--- config.mk ---
export PLATFORM = sky130hd
export DESIGN_NAME = mux_nway_arb
export DESIGN_NICKNAME = d
export VERILOG_FILES = /design/src/rtl/mux_nway_arb_pkg.sv /design/src/rtl/mux_nway_arb_rr_arbiter.sv /design/src/rtl/mux_nway_arb.sv
export SDC_FILE = /design/constraint.sdc
export NUM_CORES = 1
export LEC_CHECK = 0
export CAP_MARGIN = 10
export CORE_ASPECT_RATIO = 1.5
export CORE_MARGIN = 2
export CORE_UTILIZATION = 35
export CTS_CLUSTER_SIZE = 14
export DETAILED_ROUTE_END_ITERATION = 10
export PLACE_DENSITY_LB_ADDON = 0.05
export SLEW_MARGIN = 20
export SYNTH_ARGS = -nofsm -noshare
export SYNTH_HDL_FRONTEND = slang
export SYNTH_SLANG_ARGS = --single-unit
--- constraint.sdc ---
create_clock -name clk -period 2.2 [get_ports clk]
set_input_delay 0.22 -clock clk [delete_from_list [all_inputs] [get_ports clk]]
set_output_delay 0.22 -clock clk [all_outputs]
set_load 0.05 [all_outputs]
--- src/rtl/mux_nway_arb_pkg.sv ---
// Shared definitions for the N-way arbitrated mux: mode encoding and a
// constant-function log2 for sizing select/channel-ID fields.
package mux_nway_arb_pkg;

  typedef enum logic {
    MODE_RR    = 1'b0,
    MODE_FIXED = 1'b1
  } mode_e;

  // Smallest r with 2**r >= value; evaluated at elaboration time.
  function automatic int clog2_f(input int value);
    int r;
    r = 0;
    for (int i = 0; i < 31; i++) begin
      if ((32'sd1 << i) < value) begin
        r = i + 1;
      end else begin
        r = r;
      end
    end
    return r;
  endfunction

endpackage

--- src/rtl/mux_nway_arb_rr_arbiter.sv ---
// Combinational grant logic: fixed select or round-robin search starting at
// the pointer and wrapping, producing a one-hot grant plus its encoded index.
module mux_nway_arb_rr_arbiter
  import mux_nway_arb_pkg::*;
#(
  parameter int CHANNELS = 4,
  parameter int SEL_W    = 2
) (
  input  logic [CHANNELS-1:0] valid_i,
  input  logic [SEL_W-1:0]    rr_ptr_i,
  input  logic                mode_i,
  input  logic [SEL_W-1:0]    sel_i,
  output logic [CHANNELS-1:0] grant_o,
  output logic [SEL_W-1:0]    idx_o,
  output logic                any_o
);

  logic             hi_hit;
  logic             lo_hit;
  logic             fix_hit;
  logic [SEL_W-1:0] hi_idx;
  logic [SEL_W-1:0] lo_idx;

  // Lowest valid channel at/above the pointer (hi) and lowest overall (lo, the wrap case).
  always_comb begin
    hi_hit  = 1'b0;
    lo_hit  = 1'b0;
    fix_hit = 1'b0;
    hi_idx  = '0;
    lo_idx  = '0;
    for (int i = CHANNELS - 1; i >= 0; i--) begin
      lo_hit = lo_hit | valid_i[i];
      lo_idx = valid_i[i] ? SEL_W'(i) : lo_idx;
      hi_hit = hi_hit | (valid_i[i] && (i >= int'(rr_ptr_i)));
      hi_idx = (valid_i[i] && (i >= int'(rr_ptr_i))) ? SEL_W'(i) : hi_idx;
    end
    // A select value beyond the channel count matches nothing, so it grants nobody.
    for (int i = 0; i < CHANNELS; i++) begin
      fix_hit = fix_hit | ((sel_i == SEL_W'(i)) && valid_i[i]);
    end
  end

  // Final choice between fixed and round-robin, then one-hot expansion.
  always_comb begin
    any_o   = 1'b0;
    idx_o   = '0;
    grant_o = '0;
    if (mode_i == MODE_FIXED) begin
      any_o = fix_hit;
      idx_o = sel_i;
    end else if (hi_hit) begin
      any_o = 1'b1;
      idx_o = hi_idx;
    end else begin
      any_o = lo_hit;
      idx_o = lo_idx;
    end
    for (int i = 0; i < CHANNELS; i++) begin
      grant_o[i] = any_o && (idx_o == SEL_W'(i));
    end
  end

endmodule

--- src/rtl/mux_nway_arb.sv ---
// N-channel, W-bit mux with valid/ready on every port, a single registered
// output stage and either fixed-select or round-robin channel choice.
module mux_nway_arb
  import mux_nway_arb_pkg::*;
#(
  parameter int  WIDTH    = 16,
  parameter int  CHANNELS = 4,
  localparam int SEL_W    = clog2_f(CHANNELS)
) (
  input  logic                      clk,
  input  logic                      rst_n,
  input  logic [CHANNELS*WIDTH-1:0] in_data,
  input  logic [CHANNELS-1:0]       in_valid,
  output logic [CHANNELS-1:0]       in_ready,
  input  logic                      mode,
  input  logic [SEL_W-1:0]          sel,
  output logic [WIDTH-1:0]          out_data,
  output logic [SEL_W-1:0]          out_ch,
  output logic                      out_valid,
  input  logic                      out_ready
);

  logic [CHANNELS-1:0] grant;
  logic [SEL_W-1:0]    gnt_idx;
  logic                gnt_any;
  logic                can_load;
  logic                xfer;

  logic [WIDTH-1:0]    out_data_q, out_data_d;
  logic [SEL_W-1:0]    out_ch_q,   out_ch_d;
  logic                out_valid_q, out_valid_d;
  logic [SEL_W-1:0]    rr_ptr_q,   rr_ptr_d;

  mux_nway_arb_rr_arbiter #(
    .CHANNELS (CHANNELS),
    .SEL_W    (SEL_W)
  ) u_arb (
    .valid_i  (in_valid),
    .rr_ptr_i (rr_ptr_q),
    .mode_i   (mode),
    .sel_i    (sel),
    .grant_o  (grant),
    .idx_o    (gnt_idx),
    .any_o    (gnt_any)
  );

  // Handshake: the stage can take a word when empty or being drained this cycle.
  always_comb begin
    can_load = !out_valid_q || out_ready;
    xfer     = gnt_any && can_load && rst_n;
    if (rst_n) begin
      in_ready = grant & {CHANNELS{can_load}};
    end else begin
      in_ready = '0;
    end
  end

  // Next state for the output register and the round-robin pointer.
  always_comb begin
    out_data_d  = out_data_q;
    out_ch_d    = out_ch_q;
    out_valid_d = out_valid_q;
    rr_ptr_d    = rr_ptr_q;
    if (xfer) begin
      out_data_d  = in_data[int'(gnt_idx)*WIDTH +: WIDTH];
      out_ch_d    = gnt_idx;
      out_valid_d = 1'b1;
    end else if (out_ready) begin
      out_valid_d = 1'b0;
    end else begin
      out_valid_d = out_valid_q;
    end
    if (xfer && (mode == MODE_RR)) begin
      if (int'(gnt_idx) == CHANNELS - 1) begin
        rr_ptr_d = '0;
      end else begin
        rr_ptr_d = gnt_idx + SEL_W'(1);
      end
    end else begin
      rr_ptr_d = rr_ptr_q;
    end
  end

  // State registers; reset discards any held word.
  always_ff @(posedge clk or negedge rst_n) begin
    if (!rst_n) begin
      out_data_q  <= '0;
      out_ch_q    <= '0;
      out_valid_q <= 1'b0;
      rr_ptr_q    <= '0;
    end else begin
      out_data_q  <= out_data_d;
      out_ch_q    <= out_ch_d;
      out_valid_q <= out_valid_d;
      rr_ptr_q    <= rr_ptr_d;
    end
  end

  assign out_data  = out_data_q;
  assign out_ch    = out_ch_q;
  assign out_valid = out_valid_q;

endmodule

==> results of run 1 <==
-- metal layers --
layer / up-vias / GRT usage / share of wire
met2: 76 / 0.3723 / 0.53
met4: 0 / 0.08696 / 0.028
li1: 992 / - / -
met1: 935 / 0.2578 / 0.39
met3: 12 / 0.02436 / 0.054
met5: - / 0 / 0
-- final timing paths --
| kind | from | endpoint | depth (start not counted) |
|---|---|---|---|
| max | rr_ptr_q[1]$_DFFE_PN0P_ | out_data[11]$_DFFE_PN0P_ | 9 |
| min | rst_n | out_ch[1]$_DFFE_PN0P_ | 2 |
| max reg2reg | rr_ptr_q[1]$_DFFE_PN0P_ | out_data[11]$_DFFE_PN0P_ | 9 |
| min reg2reg | out_data[6]$_DFFE_PN0P_ | out_data[6]$_DFFE_PN0P_ | 2 |
| max in group asynchronous | rst_n | rr_ptr_q[1]$_DFFE_PN0P_ | 2 |
| min in group clk | out_data[6]$_DFFE_PN0P_ | out_data[6]$_DFFE_PN0P_ | 2 |
-- cells by family (layout without fill, tap and decap cells) --
group | Yosys count | count (layout) | synth area share
multiplexers | 4 | 4 | 0.03219
AND/OR/NAND/NOR | 84 | 84 | 0.2641
adder cells (fa/ha/maj) | 4 | 4 | 0.02926
AO/OA/AOI/OAI | 60 | 60 | 0.2809
flip-flops | 21 | 21 | 0.3072
buffers and inverters | 32 | 137 | 0.08631
-- final cells by class --
type                       count  area (sq um)  share of cell area
tap                           66         82.58             0.02716
sequential                    21         526.8              0.1733
multi-input combinational    152          1109              0.3646
timing repair buffer         123          1239              0.4074
clock inverter                 1         5.005            0.001646
clock buffer                   3         41.29             0.01358
inverter                      10         37.54             0.01235
-- sequential cells by signal, summed over array words and instances, names as in the netlist --
register	count
rr_ptr_q	2
out_ch	2
out_valid	1
out_data	16
-- what timing repair did --
item                       in CTS  in global routing
setup endpoints to repair       4                  4
buffers inserted                1                  2
gates resized for setup        12                  6
pin swaps                       3                  3
-- power groups by stage --
| stage | combinational [uW] | sequential [uW] | clock [uW] |
|---|---|---|---|
| after global placement | 1730 | 625 | 0 |
| after floorplan | 622 | 1050 | 0 |
| after CTS | 1760 | 624 | 273 |
| after global routing | 1940 | 639 | 290 |
| final | 1810 | 621 | 268 |
| after detailed placement | 1750 | 629 | 0 |
-- worst reg2reg max path: stages, from the launching register on --
cell,delay (ps)
dfrtp_2,450
buf_4,160
mux2i_2,200
o31ai_4,130
buf_12,140
buf_12,140
and3_1,190
nor4_1,370
buf_4,180
o31ai_1,50
-- synthesized netlist by cell type --
| library cell | instances |
|---|---|
| ha_1 | 4 |
| o221ai_2 | 1 |
| a21boi_0 | 17 |
| and3_1 | 32 |
| mux2_2 | 2 |
| clkbuf_1 | 14 |
| mux2i_1 | 1 |
| nand2b_1 | 2 |
| nor2_2 | 1 |
| nand2_1 | 22 |
| nor3_1 | 1 |
| o221ai_1 | 1 |
| and2_1 | 1 |
| a221oi_1 | 16 |
| nor2_1 | 7 |
| inv_2 | 1 |
| o31ai_2 | 1 |
| dfrtp_1 | 21 |
| o31ai_1 | 16 |
| a21oi_1 | 2 |
| nand2_2 | 1 |
| a221o_1 | 1 |
| o221a_2 | 1 |
| buf_1 | 1 |
| mux4_2 | 1 |
| nor2b_1 | 1 |
| o211a_1 | 1 |
| nor4_1 | 16 |
| inv_1 | 9 |
| o21ai_0 | 3 |
| buf_6 | 3 |
| buf_2 | 4 |
-- metrics by stage --
step | instance area (sq um) | util
final | 3040 | 0.6373
after global routing | 3040 | 0.6373
after CTS | 2994 | 0.6276
after detailed placement | 2922 | 0.6124
after global placement | 2922 | 0.6124
after floorplan | 1727 | -
==> flow_summary.toml, run 1 <==
[cts]
worst_skew_pair.late_latency_ps = 270
cts-root-buf = "clkbuf_8"
cts.htree.levels = 1
cts_hold_buf = 0
cts_num_sinks = 21
cts_tree = "yes"
cts_buffer_depth = 2
clk_pin_slew_ps = 90
cts_buffers = 3

[job]
drv_cap = 0

[placement]
place_inst = 369
gp_congestion = 0.8300
post-place-ws_ps = -207.7
io_buffers = 96
dp_hpwl_um = 4418

[power_and_ir_drop]
p_seq_frac = 0.230
power_switching_share = 0.4691
p_sw_uw = 1268
power_frac_comb = 0.671
power_density_mw_per_mm2 = 888.6
leakage_uw = 0.001325
vdd_drop_max_mv = 0.3941
power_uw = 2702
clockPowerShare = 0.099
p_int_uw = 1434

[setup_path]
cp_data_required_time_ps = 2350
crit_buf_inv = 4
cpPeakStageDelay_ps = 450
criticalPathCategory = "reg2reg"
end_kind = "flop"
crit_family = "buffers and inverters"
cp_cell_sequence = "buf_4, mux2i_2, o31ai_4, buf_12, buf_12, and3_1, nor4_1, buf_4, o31ai_1"
r2r_slack_ps = 70
slowest_stage = "dfrtp_2"
arrival_ps = 2280
start_kind = "flop"
worst-path-max-fanout = 32

[grt]
grt_pass1_wl_um = 8776
grt_max_degree = 49
grt_pass1_vias = 1921
antenna_found_initial = 0
track_usage = 0.2127
grt.overflow.total = 0

[logic_synthesis]
netlist_area_sq_mm = 0.001710
synth-seq-cells = 21
synth_cells = 205
synth_area_leaders = "dfrtp_1, and3_1, a221oi_1"
syn_avg_cell_area_sq_um = 8.343
ys_seq_area_frac = 0.3072
synth_top_area_frac = 0.3072
yosysWarnings = 0
synth_nets = 283
yosysTopAreaCell = "dfrtp_1"
synth_cell_types = 32

[sta]
final-hold-violation-count = 0
rsz0062_at_grt = "no"
setup_slack_ps = 69.42
setup_viol = 0
worst_pin_slew_ps = 584.3
fin_tns_setup_ps = 0
finalMaxSlewViolations = 0
timing.hold.ws_ps = 380.3
fin_crit_sh = 0.9684
fmax_mhz = 469.4
skew_ps = 11.64
slew-limit-headroom = 0.6105
post-route-min-period_ps = 2131

[layout]
final_cells = 376
diodes = 0
final_layout_size_suffix_gt1_frac = 0.1871
synthToLayoutAreaGrowth_pct = 77.76
final_nets = 389
layout_commonest_cell = "clkdlybuf4s50_1"
fillers = 436
layout_common_cells = "clkdlybuf4s50_1, and3_1, buf_4"

[die]
start_util = 0.3585
coreArea_sq_mm = 0.004771
die_area_sq_mm = 0.005473
fp-row-count = 31
dieWidth_um = 61.08
die_height_um = 89.62
ioPinCount = 97

[detailed_routing]
via_count = 2015
wl_per_cell_um = 15.64
drt-initial-drc-count = 96
ant_nets = 0
drc = 0
viasPerCell = 5.359
drt_first_pass_iters = 4
routed_wl_um = 5879

[status]
status = "complete, no violations"

[hold_path]
hp-class = "in2async"
Power figures use the tool's default switching activity.
==> run 2, diff against run 1 <==
CORE_UTILIZATION = 33   (was 35)
SYNTH_HIERARCHICAL = 1   (was default)
==> run 2 against run 1 <==
Compared with the run above: the run now ends with DRC, setup timing left; utilization is 1.8 points higher; sequential power grew 4.3%; setup slack got worse by 82 ps.
==> flow_summary.toml, run 2 <==
[logic_synthesis]
netlist_area_sq_mm = 0.001490
synth_edf_count = 0
yosys.area_share.adder = 0.008396
synth_common_cells = "dfrtp_1, mux2_2, mux4_1, mux4_2"
synth_cells = 101
synthXorXnorAreaFrac = 0
synth_area_leaders = "dfrtp_1, mux4_1, mux2_2"
synth_top_family_by_area = "multiplexers"
yosysTopAreaCell = "dfrtp_1"
synth-simple-area-share = 0.09068
synthArstFlopShare = 1.000
yosysWarnings = 6
ys.flop_type = "dfrtp_1"
synth-seq-cells = 21
syn_avg_cell_area_sq_um = 14.75
synth_compound_area_frac = 0.06969
synth_nets = 176
synth_cell_types = 33
synth_most_common_cell = "dfrtp_1"
synth_top_area_frac = 0.3526
synth_mux_area_frac = 0.4400
ys_seq_area_frac = 0.3526

[detailed_routing]
ant_nets = 0
drt-initial-drc-count = 37
via_count = 1423
wl_per_cell_um = 17.25
drc = 6
routed_wl_um = 4571
viasPerCell = 5.370
drt_first_pass_iters = 7

[sta]
setup_slack_ps = -12.66
fin_crit_sh = 1.006
slew-limit-headroom = 0.6502
fmax_mhz = 451.9
rsz0062_at_grt = "yes"
worst_pin_slew_ps = 523.1
finalMaxSlewViolations = 0
skew_ps = 3.353
final-hold-violation-count = 0
setup_viol = 1
post-route-min-period_ps = 2213

[cts]
worst_skew_pair.late_latency_ps = 260
clk_pin_slew_ps = 80
cts_num_sinks = 21
cts_buffer_depth = 2
cts_buffers = 3
cts-root-buf = "clkbuf_8"
cts.htree.levels = 1
cts_tree = "yes"

[grt]
grt.overflow.total = 0
top_usage_layer = "met2"
met3_usage = 0.04925
grt_pass1_vias = 1545
grt.met1_usage = 0.1838
antenna_found_initial = 0
track_usage = 0.1768
grt_pass1_wl_um = 6906
grt_max_degree = 20
use_met2 = 0.3323

[layout]
final_nets = 295
final_util = 0.6552
layout_commonest_cell = "clkdlybuf4s50_1"
final_layout_size_suffix_gt1_frac = 0.3973
synthToLayoutAreaGrowth_pct = 88.25
largest_reg_flops = 16
layout_common_cells = "clkdlybuf4s50_1, buf_4, dfrtp_1"
diodes = 0

[placement]
gp_congestion = 0.8171
post-place-ws_ps = -417.5
dp_hpwl_um = 3481
io_buffers = 96

[die]
ioPinCount = 97
die_height_um = 86.30
fp-row-count = 29
start_util = 0.3480
dieWidth_um = 58.87
coreArea_sq_mm = 0.004282
die_area_sq_mm = 0.005080

[power_and_ir_drop]
power_uw = 2664
power_density_mw_per_mm2 = 949.8
leakage_uw = 0.001129
vdd_drop_max_mv = 0.5109

[status]
violations = "DRC, setup timing"
status = "finished with violations"

[setup_path]
start_kind = "flop"
arrival_ps = 1990
end_kind = "output pin"
worst-path-max-fanout = 4
cp_data_required_time_ps = 1980
criticalPathCategory = "reg2out"

[hold_path]
hp-class = "in2async"

[job]
drv_cap = 0
## run 2: cell count changes in the layout (fill, tap and decap cells not counted), moves of 3 or more
cell and delta:
a21boi_0 -16, a221oi_1 -16, and3_1 -29, buf_12 -3, buf_4 -3, ha_1 -3
inv_1 -6, mux2_2 +16, mux4_2 +16, nand2_1 -17, nor2_4 -3, nor4_1 -16
o31ai_1 -15
## run 2: through the flow
| step | hold slack (ps) | instance area, sq um | setup TNS, ps | std cells |
|---|---|---|---|---|
| after global routing | 354.5 | 2805 | -809.5 | 265 |
| after global placement | 486.6 | 2648 | -5547 | 255 |
| final | 358.8 | 2805 | -12.66 | 265 |
| after floorplan | -75.59 | 1503 | 0 | 101 |
| after detailed placement | 493.1 | 2648 | -7416 | 255 |
| after CTS | 359.3 | 2740 | 0 | 262 |
## run 2: cell type report
cell class                      count  area, sq um
Tap cell                           46        57.56
Inverter                            2        7.507
Fill cell                         344         1476
Sequential cell                    21        528.0
Timing Repair Buffer              120         1207
Clock buffer                        4        45.04
Multi-Input combinational cell     72        959.7
## run 2: cell families after synthesis
family / count (synthesis)
AOI/OAI and AO/OA: 11
DFF: 21
and+or+nand+nor: 22
muxes: 38
adders and majority gates: 1
buffers and inverters: 8
## run 2: worst max-delay path: stages (launching register included)
cell and delay, ps:
dfrtp_2 420, nor2b_4 70, nor4_4 300, a211oi_4 90, buf_4 160, nor4_2 290
and3_1 250, buf_12 150
## run 2: what timing repair did
action                                  CTS  global route
endpoints found under the setup margin   20            18
resized for setup                        14            20
pin swaps                                 3             9
setup buffers                             3             2
hold buffers                              0             0
gates cloned                              0             1
## run 2: path summary, 6_finish.rpt
check | startpoint | to | slack [ps] | depth (start not counted)
setup reg to reg | rr_ptr_q[1]$_DFFE_PN0P_ | out_data[1]$_DFFE_PN0P_ | 30 | 7
hold reg to reg | out_data[12]$_DFFE_PN0P_ | out_data[12]$_DFFE_PN0P_ | 510 | 1
max in group asynchronous | rst_n | rr_ptr_q[1]$_DFFE_PN0P_ | 1660 | 2
min in group clk | out_data[12]$_DFFE_PN0P_ | out_data[12]$_DFFE_PN0P_ | 510 | 1
hold / removal | rst_n | out_valid$_DFFE_PN0P_ | 360 | 2
setup / recovery | rr_ptr_q[0]$_DFFE_PN0P_ | in_ready[3] | -10 | 7
## run 2: power breakdown
group	total, uW	leakage (uW)	switching, uW	internal, uW
Combinational	1760	0.000862	920	841
Sequential	648	0.000244	99.5	548
Clock	256	0.0000228	127	129
## run 2: routing by layer
layer	up-vias	share of wire
met3	5	0.089
met1	711	0.33
met2	67	0.57
met4	0	0.010
li1	640	-
met5	-	0
==> run 3, diff against run 2 <==
CORE_MARGIN = default   (was 2)
==> run 3 against run 2 <==
Compared with the run above: the flow still finishes with violations (DRC, setup timing); clock power barely moved; register-to-register slack got worse by 90 ps; die area fell by 5.6%.
==> flow_summary.toml, run 3 (synthesis gave the netlist of run 2 again) <==
[status]
status = "finished with violations"
violations = "DRC, setup timing"

[placement]
dp_hpwl_um = 3211
gp_congestion = 0.8205
io_buffers = 96
post-place-ws_ps = -400.8
place_inst = 256

[sta]
worst_pin_slew_ps = 517.5
fin_crit_sh = 1.025
finalMaxSlewViolations = 0
slew-limit-headroom = 0.6539
post-route-min-period_ps = 2256
fin_tns_setup_ps = -711.8
setup_slack_ps = -55.99
fmax_mhz = 443.3
setup_viol = 16
final-hold-violation-count = 0
rsz0062_at_grt = "yes"
skew_ps = 7.500

[setup_path]
start_kind = "flop"
cpPeakStageDelay_ps = 450
end_kind = "flop"
worst_setup_path_startpoint = "rr_ptr_q[1]$_DFFE_PN0P_"
criticalPathCategory = "reg2reg"
ff2ff_path_depth = 7
r2r_slack_ps = -60
cp_cell_sequence = "nand2b_4, a21o_1, a211oi_4, nor2_4, bufbuf_16, mux4_1, mux2_2"
r2r_end = "out_data[0]$_DFFE_PN0P_"
rr_startpoint = "rr_ptr_q[1]$_DFFE_PN0P_"
worst-path-max-fanout = 7
arrival_ps = 2400
slowest_stage = "dfrtp_2"
cp_data_required_time_ps = 2340

[cts]
cts_buffer_depth = 2
cts_buffers = 3
cts_num_sinks = 21
cts-root-buf = "clkbuf_8"
clk_pin_slew_ps = 90
cts.htree.levels = 1
cts_hold_buf = 0
cts_tree = "yes"
worst_skew_pair.late_latency_ps = 260

[power_and_ir_drop]
vdd_drop_max_mv = 0.5079
power_density_mw_per_mm2 = 939.9
leakage_uw = 0.001175
power_uw = 2698

[grt]
grt_max_degree = 20
grt_pass1_wl_um = 7024
antenna_found_initial = 0
grt_pass1_vias = 1487
track_usage = 0.1897
grt.overflow.total = 0

[layout]
largest_reg_flops = 16
final_layout_size_suffix_gt1_frac = 0.3919
layout_commonest_cell = "clkdlybuf4s50_1"
fillers = 334
layout_common_cells = "clkdlybuf4s50_1, buf_4, dfrtp_1"
diodes = 0
final_cells = 268
synthToLayoutAreaGrowth_pct = 92.61
final_nets = 298

[detailed_routing]
drt_first_pass_iters = 7
drc = 10
wl_per_cell_um = 16.77
viasPerCell = 5.265
ant_nets = 0
routed_wl_um = 4494
via_count = 1411
drt-initial-drc-count = 29

[die]
dieWidth_um = 56.87
die_height_um = 84.30
ioPinCount = 97
start_util = 0.3480
coreArea_sq_mm = 0.004282
fp-row-count = 29
die_area_sq_mm = 0.004794

[hold_path]
hp-class = "in2async"

[job]
drv_cap = 0
run 3: changes by cell type in the layout (fill, tap and decap cells not counted), sizes merged:
cell,change
clkbuf,-2
clkinv,+1
bufbuf,+1
buf,+3
run 3: layer usage:
metal | global-route usage | part of all wire
met1 | 0.2188 | 0.35
met2 | 0.3496 | 0.54
met3 | 0.04160 | 0.084
met4 | 0.04878 | 0.019
met5 | 0 | 0
run 3: worst max path at each step:
stage	cells past startpoint	slack, ps	end
6_report	7	-60	out_data[0]$_DFFE_PN0P_
2_1_floorplan	8	2	out_data[10]$_DFFE_PN0P_
3_5_place_dp	7	-400	out_data[2]$_DFFE_PN0P_
5_1_grt	8	-110	out_data[12]$_DFFE_PN0P_
3_3_place_gp	8	-280	out_data[15]$_DFFE_PN0P_
4_1_cts	7	-40	out_data[13]$_DFFE_PN0P_
run 3: what timing repair did:
| action | CTS | global route |
|---|---|---|
| pin swaps | 4 | 5 |
| gates cloned | 2 | 0 |
| buffers inserted | 5 | 1 |
| endpoints found under the setup margin | 20 | 20 |
| gates resized for setup | 25 | 7 |
run 3: final cells by class:
class                           instances  area, sq um  area share
Clock buffer                            3        41.29     0.01439
Inverter                                2        7.507    0.002616
Sequential cell                        21        526.8      0.1835
Timing Repair Buffer                  123         1257      0.4381
Clock inverter                          1        5.005    0.001744
Multi-Input combinational cell         72        974.7      0.3396
Tap cell                               46        57.56     0.02005
run 3: metrics by stage:
step / utilization / instance area [sq um] / hold WS, ps
6_report: 0.6704 / 2870 / 324.8
5_1_grt: 0.6704 / 2870 / 344.1
4_1_cts: 0.6613 / 2831 / 334.3
3_5_place_dp: 0.6201 / 2655 / 492.1
3_3_place_gp: 0.6201 / 2655 / 486.2
2_1_floorplan: - / 1503 / -75.59
run 3: power breakdown:
part / switching [uW] / internal, uW / leakage [uW] / total [uW]
Clock: 131 / 126 / 0.0000255 / 257
Combinational: 920 / 878 / 0.000904 / 1800
Sequential: 97.4 / 546 / 0.000245 / 643
run 3: worst max-delay path, delay by kind of cell (launching register included):
kind,cells,cell delay (ps)
AOI/OAI and AO/OA,2,490
DFF,1,450
buffers and inverters,1,280
and+or+nand+nor,2,230
muxes,2,690
